$ cat src/rtl/sccb_writer_if.sv
// SCCB writer bus: request handshake plus SIOC/SIOD pins.
// With SCCB_ACK_CHECK_EN the bus also carries siod_in and nack.
`timescale 1ns/1ps
interface sccb_writer_if;
    logic       start;
    logic [7:0] dev_addr;
    logic [7:0] reg_addr;
    logic [7:0] reg_data;
    logic       ready;
    logic       done;
    logic       sioc;
    logic       siod_out;
    logic       siod_oe;
`ifdef SCCB_ACK_CHECK_EN
    logic       siod_in;
    logic       nack;

    modport master (
        output start, dev_addr, reg_addr, reg_data, siod_in,
        input  ready, done, sioc, siod_out, siod_oe, nack
    );
    modport slave (
        input  start, dev_addr, reg_addr, reg_data, siod_in,
        output ready, done, sioc, siod_out, siod_oe, nack
    );
`else
    modport master (
        output start, dev_addr, reg_addr, reg_data,
        input  ready, done, sioc, siod_out, siod_oe
    );
    modport slave (
        input  start, dev_addr, reg_addr, reg_data,
        output ready, done, sioc, siod_out, siod_oe
    );
`endif
endinterface

$ cat src/rtl/sccb_writer.sv
// SCCB 3-phase register writer; one SIOC bit period is four enable ticks.
// Define SCCB_ACK_CHECK_EN to sample siod_in in each 9th bit into a sticky nack.
`timescale 1ns/1ps
module sccb_writer #(
    parameter int unsigned IDLE_TICKS = 4
) (
    input  logic         clk,
    input  logic         reset,
    input  logic         enable,
    sccb_writer_if.slave bus
);
    typedef enum logic [2:0] {IDLE, START, BITS, STOP, GAP} state_t;

    localparam logic [7:0] GAP_LAST = 8'(IDLE_TICKS - 1);

    state_t      state, state_n;
    logic [1:0]  q, q_n;
    logic [4:0]  bitn, bitn_n;
    logic [23:0] sr, sr_n;
    logic [7:0]  gap_cnt, gap_n;
    logic        fin, fin_n;
    logic        ack_bit;
    logic        sioc_n, siod_n, oe_n;

    assign ack_bit = (bitn == 5'd8) || (bitn == 5'd17) || (bitn == 5'd26);

    always_comb begin
        state_n = state;
        q_n     = q;
        bitn_n  = bitn;
        sr_n    = sr;
        gap_n   = gap_cnt;
        fin_n   = 1'b0;
        case (state)
            IDLE: begin
                if (bus.start) begin
                    state_n = START;
                    q_n     = '0;
                    bitn_n  = '0;
                    sr_n    = {bus.dev_addr, bus.reg_addr, bus.reg_data};
                end
            end
            START: begin
                if (enable) begin
                    q_n = q + 2'd1;
                    if (q == 2'd3) state_n = BITS;
                end
            end
            BITS: begin
                if (enable) begin
                    q_n = q + 2'd1;
                    if (q == 2'd3) begin
                        // ack slots do not consume frame bits
                        if (!ack_bit) sr_n = {sr[22:0], 1'b0};
                        if (bitn == 5'd26) state_n = STOP;
                        else bitn_n = bitn + 5'd1;
                    end
                end
            end
            STOP: begin
                if (enable) begin
                    q_n = q + 2'd1;
                    if (q == 2'd3) begin
                        state_n = GAP;
                        gap_n   = '0;
                    end
                end
            end
            GAP: begin
                if (enable) begin
                    if (gap_cnt == GAP_LAST) begin
                        state_n = IDLE;
                        fin_n   = 1'b1;
                    end else begin
                        gap_n = gap_cnt + 8'd1;
                    end
                end
            end
            default: state_n = IDLE;
        endcase

        sioc_n = 1'b1;
        siod_n = 1'b1;
        oe_n   = 1'b1;
        case (state)
            START: siod_n = ~q[1];
            BITS: begin
                sioc_n = q[1];
                if (ack_bit) begin
                    siod_n = 1'b0;
                    oe_n   = 1'b0;
                end else begin
                    siod_n = sr[23];
                end
            end
            STOP: begin
                sioc_n = q[1];
                siod_n = (q == 2'd3);
            end
            default: ;
        endcase
    end

    always_ff @(posedge clk) begin
        if (reset) begin
            state        <= IDLE;
            q            <= '0;
            bitn         <= '0;
            sr           <= '0;
            gap_cnt      <= '0;
            fin          <= 1'b0;
            bus.ready    <= 1'b1;
            bus.done     <= 1'b0;
            bus.sioc     <= 1'b1;
            bus.siod_out <= 1'b1;
            bus.siod_oe  <= 1'b1;
        end else begin
            state        <= state_n;
            q            <= q_n;
            bitn         <= bitn_n;
            sr           <= sr_n;
            gap_cnt      <= gap_n;
            fin          <= fin_n;
            bus.ready    <= (state_n == IDLE);
            bus.done     <= fin;
            bus.sioc     <= sioc_n;
            bus.siod_out <= siod_n;
            bus.siod_oe  <= oe_n;
        end
    end

`ifdef SCCB_ACK_CHECK_EN
    always_ff @(posedge clk) begin
        if (reset) begin
            bus.nack <= 1'b0;
        end else if (state == IDLE && bus.start) begin
            bus.nack <= 1'b0;
        end else if (enable && state == BITS && q == 2'd2 && ack_bit && bus.siod_in) begin
            bus.nack <= 1'b1;
        end
    end
`endif
endmodule

$ cat src/flat_wrapper.sv
// flat-port wrapper written by rule: the top's interface ports become plain ports
module sccb_writer_flat 
#(
    parameter int unsigned IDLE_TICKS = 4
)
  (clk, reset, enable, bus_start, bus_dev_addr, bus_reg_addr, bus_reg_data, bus_ready, bus_done, bus_sioc, bus_siod_out, bus_siod_oe);
  sccb_writer_if bus_i ();
  input  logic clk;
  input  logic reset;
  input  logic enable;
  input wire logic [$bits(bus_i.start)-1:0] bus_start;
  input wire logic [$bits(bus_i.dev_addr)-1:0] bus_dev_addr;
  input wire logic [$bits(bus_i.reg_addr)-1:0] bus_reg_addr;
  input wire logic [$bits(bus_i.reg_data)-1:0] bus_reg_data;
  output wire logic [$bits(bus_i.ready)-1:0] bus_ready;
  output wire logic [$bits(bus_i.done)-1:0] bus_done;
  output wire logic [$bits(bus_i.sioc)-1:0] bus_sioc;
  output wire logic [$bits(bus_i.siod_out)-1:0] bus_siod_out;
  output wire logic [$bits(bus_i.siod_oe)-1:0] bus_siod_oe;
  assign bus_i.start = bus_start;
  assign bus_i.dev_addr = bus_dev_addr;
  assign bus_i.reg_addr = bus_reg_addr;
  assign bus_i.reg_data = bus_reg_data;
  assign bus_ready = bus_i.ready;
  assign bus_done = bus_i.done;
  assign bus_sioc = bus_i.sioc;
  assign bus_siod_out = bus_i.siod_out;
  assign bus_siod_oe = bus_i.siod_oe;
  sccb_writer #(.IDLE_TICKS(IDLE_TICKS)) u_core (.clk(clk), .reset(reset), .enable(enable), .bus(bus_i));
endmodule
$ cat config.mk
export PLATFORM = sky130hd
export DESIGN_NAME = sccb_writer_flat
export DESIGN_NICKNAME = d
export VERILOG_FILES = /design/src/rtl/sccb_writer_if.sv /design/src/rtl/sccb_writer.sv /design/src/flat_wrapper.sv
export SDC_FILE = /design/constraint.sdc
export NUM_CORES = 1
export LEC_CHECK = 0
export BUFFER_PORTS_ARGS = -buffer_cell sky130_fd_sc_hd__buf_4
export CORE_AREA = 5 5 85 87
export CTS_CLUSTER_DIAMETER = 120
export DETAILED_ROUTE_END_ITERATION = 6
export DIE_AREA = 0 0 90 92
export PLACE_DENSITY = 0.76
export REMOVE_ABC_BUFFERS = 1
export SLEW_MARGIN = 20
export SYNTH_ARGS = -nofsm -noshare
export SYNTH_HDL_FRONTEND = slang
export SYNTH_SLANG_ARGS = --single-unit
export TNS_END_PERCENT = 20
$ cat constraint.sdc
create_clock -name clk -period 1.7 [get_ports clk]
set_input_delay 0.51 -clock clk [delete_from_list [all_inputs] [get_ports clk]]
set_output_delay 0.51 -clock clk [all_outputs]
set_load 0.01 [all_outputs]
Word-level counts from Yosys, hierarchy flattened
Cells that the tools add are included.
W data, S select, Z words.
- register bits after elaboration: 48
- output and inout bits: 5
- logic and storage cells: 87
- $add $sub $neg: 3
- eq/ne operators: 19
- mux-type cells: 33
- bitwise operators: 5
- reductions and logical operators: 16
- operator list (cell ; number):
    $mux W24 ; 4
    $pmux W24 S2 ; 1
    $mux W8 ; 4
    $mux W3 ; 10
    $mux W5 ; 4
    $pmux W8 S2 ; 1
    $pmux W3 S5 ; 1
    $reduce_and A5 Y1 ; 3
    $ne A2 B2 Y1 const B ; 7
    $eq A5 B5 Y1 const B ; 2
    $pmux W5 S2 ; 1
    $add A8 B1 Y8 const B ; 1
    $eq A8 B2 Y1 const B ; 1
    $eq A3 B2 Y1 const B ; 2
    $logic_not A3 Y1 ; 2
    $ne A2 B1 Y1 const B ; 3
    $reduce_bool A2 Y1 ; 3
    $reduce_or A2 Y1 ; 3
    $reduce_or A3 Y1 ; 2
    $add A5 B1 Y5 const B ; 1
    $eq A5 B4 Y1 const B ; 1
    $not A1 Y1 ; 5
    $mux W2 ; 2
    $pmux W2 S2 ; 1
    other kinds (8) ; 11

Longest topological paths before layout
Gate-level depths: netlist (run 1).
- depth after elaboration: 7
- gate-level depth with buffers: 8
- gate-level depth less buffers: 6

Worst setup path before layout (run 1)
OpenSTA, ideal clock, no wires.
- path kind: input port to flip-flop
- start: input port bus_start
- end: register u_core.bitn[2]
- arrival: 1.590 ns
- setup slack: -0.011 ns
- cell stages on the path: 6
- buffers on the path: 2
- cell sequence: clkbuf_1 > nand2b_1 > clkbuf_1 > nor2_1 > nor3_1 > mux2_2
- cells in the longest elaborated chain, start to end: 2
- ends and longest elaborated chain (what ; RTL line ; RTL):
    from (decl) ; flat_wrapper.sv:11 ; input wire logic [$bits(bus_i.start)-1:0] bus_start;
    $ne A2 B2 Y1 (no source line) ; -- ;
    $reduce_and A5 Y1 (no source line) ; -- ;
    to (signal assigned) ; sccb_writer.sv:120 ; bitn <= bitn_n;
    to (decl) ; sccb_writer.sv:18 ; logic [4:0] bitn, bitn_n;
Every way passes these cells.
A chain may end at the register's enable or synchronous reset.

Final worst setup path (run 1)
- start: register u_core.bitn[0]
- end: register u_core.sr[17]
- cells in the longest elaborated chain, start to end: 5
- elaborated cells on any way between the ends: 7
- those cells by class: 4 x eq/ne; 3 x reduce/logical
- ends and longest elaborated chain (what ; RTL line ; RTL):
    $eq A5 B4 Y1 or $eq A5 B5 Y1 (tied branches) ; sccb_writer.sv:25 ; assign ack_bit = (bitn == 5'd8) || (bitn == 5'd17) || (bitn == 5'd26);
    $logic_or A1 B1 Y1 ; sccb_writer.sv:25 ;
    $logic_or A1 B1 Y1 * ; sccb_writer.sv:25 ;
    $ne A2 B2 Y1 (no source line) * ; -- ;
    $reduce_and A5 Y1 (no source line) * ; -- ;
    to (signal assigned) ; sccb_writer.sv:121 ; sr <= sr_n;
    to (decl) ; sccb_writer.sv:19 ; logic [23:0] sr, sr_n;
Every way passes the cells marked *; elsewhere a longest branch is shown, timed or not.

==> results by group, run 1 <==
Detailed routing
  • Detailed Routing Iterations Pass 1: 5
  • Routed WL: 8670 µm
  • DR WL/cell: 16.6 µm
  • DR iter-0 viols: 259
  • Routed vias: 3363
  • Vias per inst: 6.44
  • DR DRC count: 0
  • ANT nets after route: 0

Final layout
  • Layout Utilization: 60.7%
  • Most common cell after layout, fill and taps aside: buf_4
  • Ant. Diodes: 0
  • Multi-input gate area: 0.00194 mm²
  • Most frequent cells in the layout: 66 x buf_4, 55 x nand3_1, 49 x nand4_1, 44 x dfxtp_1, 34 x nand2_1
  • FF/Latch Area: 971 µm²
  • Layout cells sized above 1: 24.0%
  • Final Net Count: 478
  • Area Growth Syn to Fin: 24.1%
  • Design area: 0.00381 mm²
  • Filler cell count in the final layout: 589

Timing
  • Slew at the pin closest to its max-slew limit: 0.416 ns
  • Fin crit share: 101%
  • Slew HR: 72.2%
  • RSZ-0062 raised after global routing: yes
  • Final worst path period need: 1.72 ns
  • Setup TNS: -0.0720 ns
  • Max-slew violation count: 0
  • Maximum clock frequency: 580 MHz
  • Final Hold Viols: 0
  • Setup violations, final: 6
  • Clock Skews: 0.0119 ns
  • Worst setup margin: -0.0247 ns

CTS
  • Reg clk slew, reported paths: 0.09 ns
  • CTS tree: built
  • Max Buffers Root-to-Sink: 2
  • Total CTS buffers: 5
  • Clock Tree Root: clkbuf_8
  • Worst-Skew Late Latency: 0.30 ns
  • Hold buffers post-CTS: 0
  • Clock Sinks: 48
  • CTS HTree Levels: 2

Global route
  • Gr usage total: 19.6%
  • First-pass GRT wire length: 14100 µm
  • Initial antenna violation count: 0
  • Largest net degree at the start of global routing: 54
  • Vias in the first global route: 3008
  • Global route overflow: 0

Critical path
  • Startpoint Class: register
  • Crit. End Element: register
  • Critical Path RT: 1.94 ns
  • Max FO, Critical Path: 4
  • WP data arrival: 1.96 ns
  • Setup CP Type: register to register

Synth
  • Post-Syn Instances: 406
  • Yosys top cell area share: 31.3%
  • Post-synthesis sequential area ratio: 31.3%
  • Synth Flop Type: dfxtp_1
  • Seq cells post-synth: 48
  • Ys async rst share: 0%
  • Synth unique cells: 49
  • Synthesized area: 0.00307 mm²
  • Post-synth EDFFs: 0
  • Cell taking the most area after synthesis: dfxtp_1
  • Synth Area per Inst: 7.57 µm²
  • Synth top area cells: dfxtp_1 31%, nand4_1 10%, nand3_1 9.0%
  • Synthesis Warnings: 0

Floorplan
  • FP Rows: 29
  • Die width: 90 µm
  • Core footprint: 0.00628 mm²
  • Starting Density: 48.9%
  • Die H: 92 µm
  • # IOs: 33
  • DIE AREA: 0.00828 mm²

Outcome
  • Failing checks: negative setup slack
  • Status: finished, violations left

Min path
  • Worst Hold Class: register to register

Place
  • Post-DP HPWL: 5600 µm
  • Buffers on Ports: 32
  • Post-placement cell area: 0.00359 mm²
  • RePlAce Congestion: 0.849

Power and ir drop
  • Leakage power: 1.29 nW
  • Peak supply drop: 415 µV
  • Power per Cell Area: 591 mW/mm²

Job
  • Max Cap Viol: 0
## sequential cells by signal, summed over array words and instances, names as in the netlist
signal and cells:
u_core.bitn 5, u_core.bus.done 1, u_core.bus.ready 1, u_core.bus.sioc 1, u_core.bus.siod_oe 1, u_core.bus.siod_out 1, u_core.fin 1, u_core.gap_cnt 8
u_core.q 2, u_core.sr 24, u_core.state 3
## path summary, 6_finish.rpt
path / start / endpoint / slack, ns / cells after the start
worst max-delay path: u_core.bitn[0]$_SDFFE_PP0P_ / u_core.sr[17]$_SDFFE_PP0P_ / -0.02 / 8
worst min-delay path: u_core.fin$_SDFF_PP0_ / u_core.bus.done$_SDFF_PP0_ / 0.46 / 1
worst max register to register: u_core.bitn[0]$_SDFFE_PP0P_ / u_core.sr[17]$_SDFFE_PP0P_ / -0.02 / 8
worst min register to register: u_core.fin$_SDFF_PP0_ / u_core.bus.done$_SDFF_PP0_ / 0.46 / 1
## synthesized netlist by cell type (all sizes together), types with 2 or more instances
library cell / instances
clkbuf: 30
nand4: 49
mux2i: 3
and3: 23
buf: 15
nand4b: 2
a21oi: 10
xnor2: 2
nor2b: 3
nor3b: 2
ha: 6
nand3: 55
a21boi: 4
a2111oi: 3
o211ai: 3
a2111o: 2
and2: 3
a31oi: 24
o21ai: 9
inv: 9
dfxtp: 48
nand2: 35
nor2: 8
nand2b: 5
or3: 25
o2111ai: 4
nor3: 8
## cells by family after synthesis
logic type	after synthesis	share of synthesized area, %
and+or+nand+nor	225	40.8
AOI/OAI and AO/OA	67	15.5
buffers and inverters	54	8.02
DFF	48	31.3
adders and majority gates	6	2.44
muxes	4	1.34
xor gates and xnor gates	2	0.570
## worst max-delay path, stage by stage (launching register included)
cell and delay (ns):
dfxtp_4 0.39, inv_4 0.05, ha_2 0.19, a21oi_2 0.18, a211oi_4 0.10, buf_6 0.16
buf_4 0.14, or3_1 0.31, a31oi_1 0.16
## where the power goes
part	switching [mW]	total, mW	leakage (nW)	internal (mW)
clock	0.402	0.690	0.0479	0.288
sequential	0.0442	1.21	0.394	1.17
combinational	0.181	0.354	0.844	0.173
total	0.628	2.26	1.29	1.63
## routing by layer
layer | part of all wire [%] | up-vias | wire length (µm) | GRT usage (%)
met4 | 0.84 | 0 | 73 | 4.34
met5 | 0 | - | 0 | 0
met2 | 50 | 141 | 4340 | 32.7
li1 | - | 1606 | - | -
met3 | 6.0 | 9 | 522 | 2.95
met1 | 43 | 1607 | 3730 | 26.9
## area by class of cell
cell class	instances	share of cell area [%]
timing repair buffer	76	17.9
clock inverter	3	0.492
tap	77	2.53
clock buffer	5	1.81
sequential	48	25.5
inverter	9	1.02
multi-input combinational	304	50.8
## metrics by stage
step	hold WS (ns)	instances	total power, mW	worst slack, ns
3_3_place_gp	0.421	510	1.57	-0.0423
2_1_floorplan	0.414	361	1.39	-0.880
6_report	0.460	522	2.26	-0.0247
3_5_place_dp	0.447	510	1.58	-0.0857
4_1_cts	0.463	518	2.27	-0.00213
5_1_grt	0.482	522	2.36	-0.116
## what timing repair did
action | CTS | global route
cloned | 0 | 1
setup endpoints to repair | 27 | 32
setup buffers | 0 | 3
resized for setup | 5 | 24
pin swaps | 1 | 21
(Power assumes the default switching activity.)
==> run 2: changes to the inputs <==
- CAP_MARGIN: not set -> 40
- clock period: 1.7 -> 1.5 ns (I/O delays scaled with it)
==> results by group, run 2 (synthesized netlist as in run 1, its figures left out) <==
Timing
  • Fin crit share: 116% (+15 points)
  • Setup TNS: -4.72 ns (-4.65 ns)
  • Worst setup margin: -0.247 ns (-0.222 ns)
  • Max-slew violation count: 0 (unchanged)
  • Maximum clock frequency: 572 MHz (-1.3%)
  • Setup violations, final: 31 (+25)
  • Clock Skews: 0.0150 ns (+0.00310 ns)
  • Final worst path period need: 1.75 ns (+0.0224 ns)
  • Slew HR: 78.7% (+6.5 points)
  • Slew at the pin closest to its max-slew limit: 0.319 ns (-0.0974 ns)
  • Final Hold Viols: 0 (unchanged)
  • RSZ-0062 raised after global routing: yes

Critical path
  • WP data arrival: 1.98 ns (+0.02 ns)
  • CP Buf/Inv Count: 3 (unchanged)
  • Largest stage delay, worst path: 0.39 ns (about the same)
  • Critical Path RT: 1.73 ns (-0.21 ns)
  • Startpoint Class: register
  • Setup CP Type: register to register
  • Top delay family on crit path: flip-flops
  • Slowest-stage cell, CP: dfxtp_4
  • Crit. End Element: register
  • CP cell instances: inv_4 > ha_4 > mux2i_4 > a211oi_4 > buf_6 > clkbuf_16 > or3_1 > a31oi_1
  • Max FO, Critical Path: 5 (+1)

CTS
  • Total CTS buffers: 5 (unchanged)
  • Max Buffers Root-to-Sink: 2 (unchanged)
  • Clock Tree Root: clkbuf_8
  • CTS HTree Levels: 2 (unchanged)
  • Reg clk slew, reported paths: 0.09 ns (about the same)
  • Clock Sinks: 48 (unchanged)
  • CTS tree: built
  • Worst-Skew Late Latency: 0.31 ns (about the same)

Detailed routing
  • DR DRC count: 0 (unchanged)
  • DR iter-0 viols: 427 (+65%)
  • Detailed Routing Iterations Pass 1: 5 (unchanged)
  • ANT nets after route: 0 (unchanged)
  • Routed WL: 10200 µm (+17%)
  • Routed vias: 3616 (+7.5%)
  • DR WL/cell: 18.5 µm (+12%)
  • Vias per inst: 6.59 (+2.2%)

Global route
  • Largest net degree at the start of global routing: 45 (-17%)
  • Vias in the first global route: 3436 (+14%)
  • First-pass GRT wire length: 16400 µm (+16%)
  • Global route overflow: 0 (unchanged)
  • Gr usage total: 23.2% (+3.6 points)
  • Initial antenna violation count: 0 (unchanged)

Final layout
  • Layout cells sized above 1: 32.0% (+7.9 points)
  • Ant. Diodes: 0 (unchanged)
  • Most frequent cells in the layout: 85 x buf_4, 54 x nand3_1, 49 x nand4_1, 40 x dfxtp_1, 34 x nand2_1
  • Final Net Count: 505 (+5.6%)
  • Most common cell after layout, fill and taps aside: buf_4
  • Max reg flops: 24 (unchanged)
  • Filler cell count in the final layout: 486 (-17%)
  • Largest register by flop count: u_core.sr
  • Top flop regs: u_core.sr: 24 flops, u_core.gap_cnt: 8 flops, u_core.bitn: 5 flops
  • Area Growth Syn to Fin: 39.8%

Place
  • Pre-CTS setup slack: -0.399 ns (-0.313 ns)
  • Buffers on Ports: 32 (unchanged)
  • Post-DP HPWL: 6060 µm (+8.1%)
  • RePlAce Congestion: 0.870 (+2.4%)

Power and ir drop
  • Power per Cell Area: 668 mW/mm² (+13%)
  • Leakage power: 1.49 nW (+16%)
  • Peak supply drop: 402 µV (-3.3%)

Floorplan
  • Core footprint: 0.00628 mm² (unchanged)
  • Starting Density: 48.9% (unchanged)
  • # IOs: 33 (unchanged)
  • FP Rows: 29 (unchanged)
  • Die H: 92 µm (unchanged)
  • Die width: 90 µm (unchanged)
  • DIE AREA: 0.00828 mm² (unchanged)

Outcome
  • Status: finished, violations left
  • Failing checks: negative setup slack

Min path
  • Worst Hold Class: register to register

Job
  • Max Cap Viol: 0 (unchanged)
run 2: changes by cell type in the layout (fill, tap and decap cells not counted), moves of 3 or more:
cell	delta
dfxtp_1	-4
dfxtp_2	+4
buf_16	+4
buf_4	+19
buf_12	+3
run 2: area by class of cell:
cell class / instances / area, µm² / area share, %
multi-input combinational: 304 / 2050 / 47.8
tap: 77 / 96.3 / 2.24
clock inverter: 1 / 30.0 / 0.699
inverter: 9 / 36.3 / 0.845
timing repair buffer: 103 / 1010 / 23.4
clock buffer: 7 / 96.3 / 2.24
sequential: 48 / 976 / 22.7
run 2: worst paths after layout:
check / depth (start not counted) / startpoint / slack, ns / to
max: 8 / u_core.bitn[0]$_SDFFE_PP0P_ / -0.25 / u_core.sr[9]$_SDFFE_PP0P_
min reg2reg: 1 / u_core.fin$_SDFF_PP0_ / 0.46 / u_core.bus.done$_SDFF_PP0_
max reg2reg: 8 / u_core.bitn[0]$_SDFFE_PP0P_ / -0.25 / u_core.sr[9]$_SDFFE_PP0P_
min: 1 / u_core.fin$_SDFF_PP0_ / 0.46 / u_core.bus.done$_SDFF_PP0_
run 2: layer usage:
metal  vias to the layer above  global-route usage [%]  wire, µm
li1                       1662                       -         -
met1                      1724                    29.4      4050
met2                       202                    40.4      5130
met3                        28                    4.17       789
met4                         0                    6.95       197
met5                         -                       0         0
run 2: power breakdown:
group / internal (mW) / switching [mW]
Sequential: 1.32 / 0.0544
Combinational: 0.225 / 0.233
Clock: 0.589 / 0.448
Total: 2.14 / 0.735
run 2: repair_timing:
action | 4_1_cts | 5_1_grt
cloned | 4 | 1
setup buffers | 4 | 1
pin swaps | 30 | 20
gates resized for setup | 41 | 17
hold endpoints to repair | 0 | 0
setup endpoints to repair | 42 | 41
hold buffers | 0 | 0
run 2: stage by stage:
stage / hold slack (ns) / area, µm² / instances / util [%] / total power, mW
finish: 0.460 / 4300 / 549 / 68.4 / 2.87
global route: 0.463 / 4300 / 549 / 68.4 / 2.99
CTS: 0.457 / 4180 / 547 / 66.6 / 2.87
detailed placement: 0.445 / 3770 / 532 / 60.0 / 1.82
global placement: 0.422 / 3770 / 532 / 60.0 / 1.80
floorplan: 0.414 / 2860 / 361 / - / 1.57
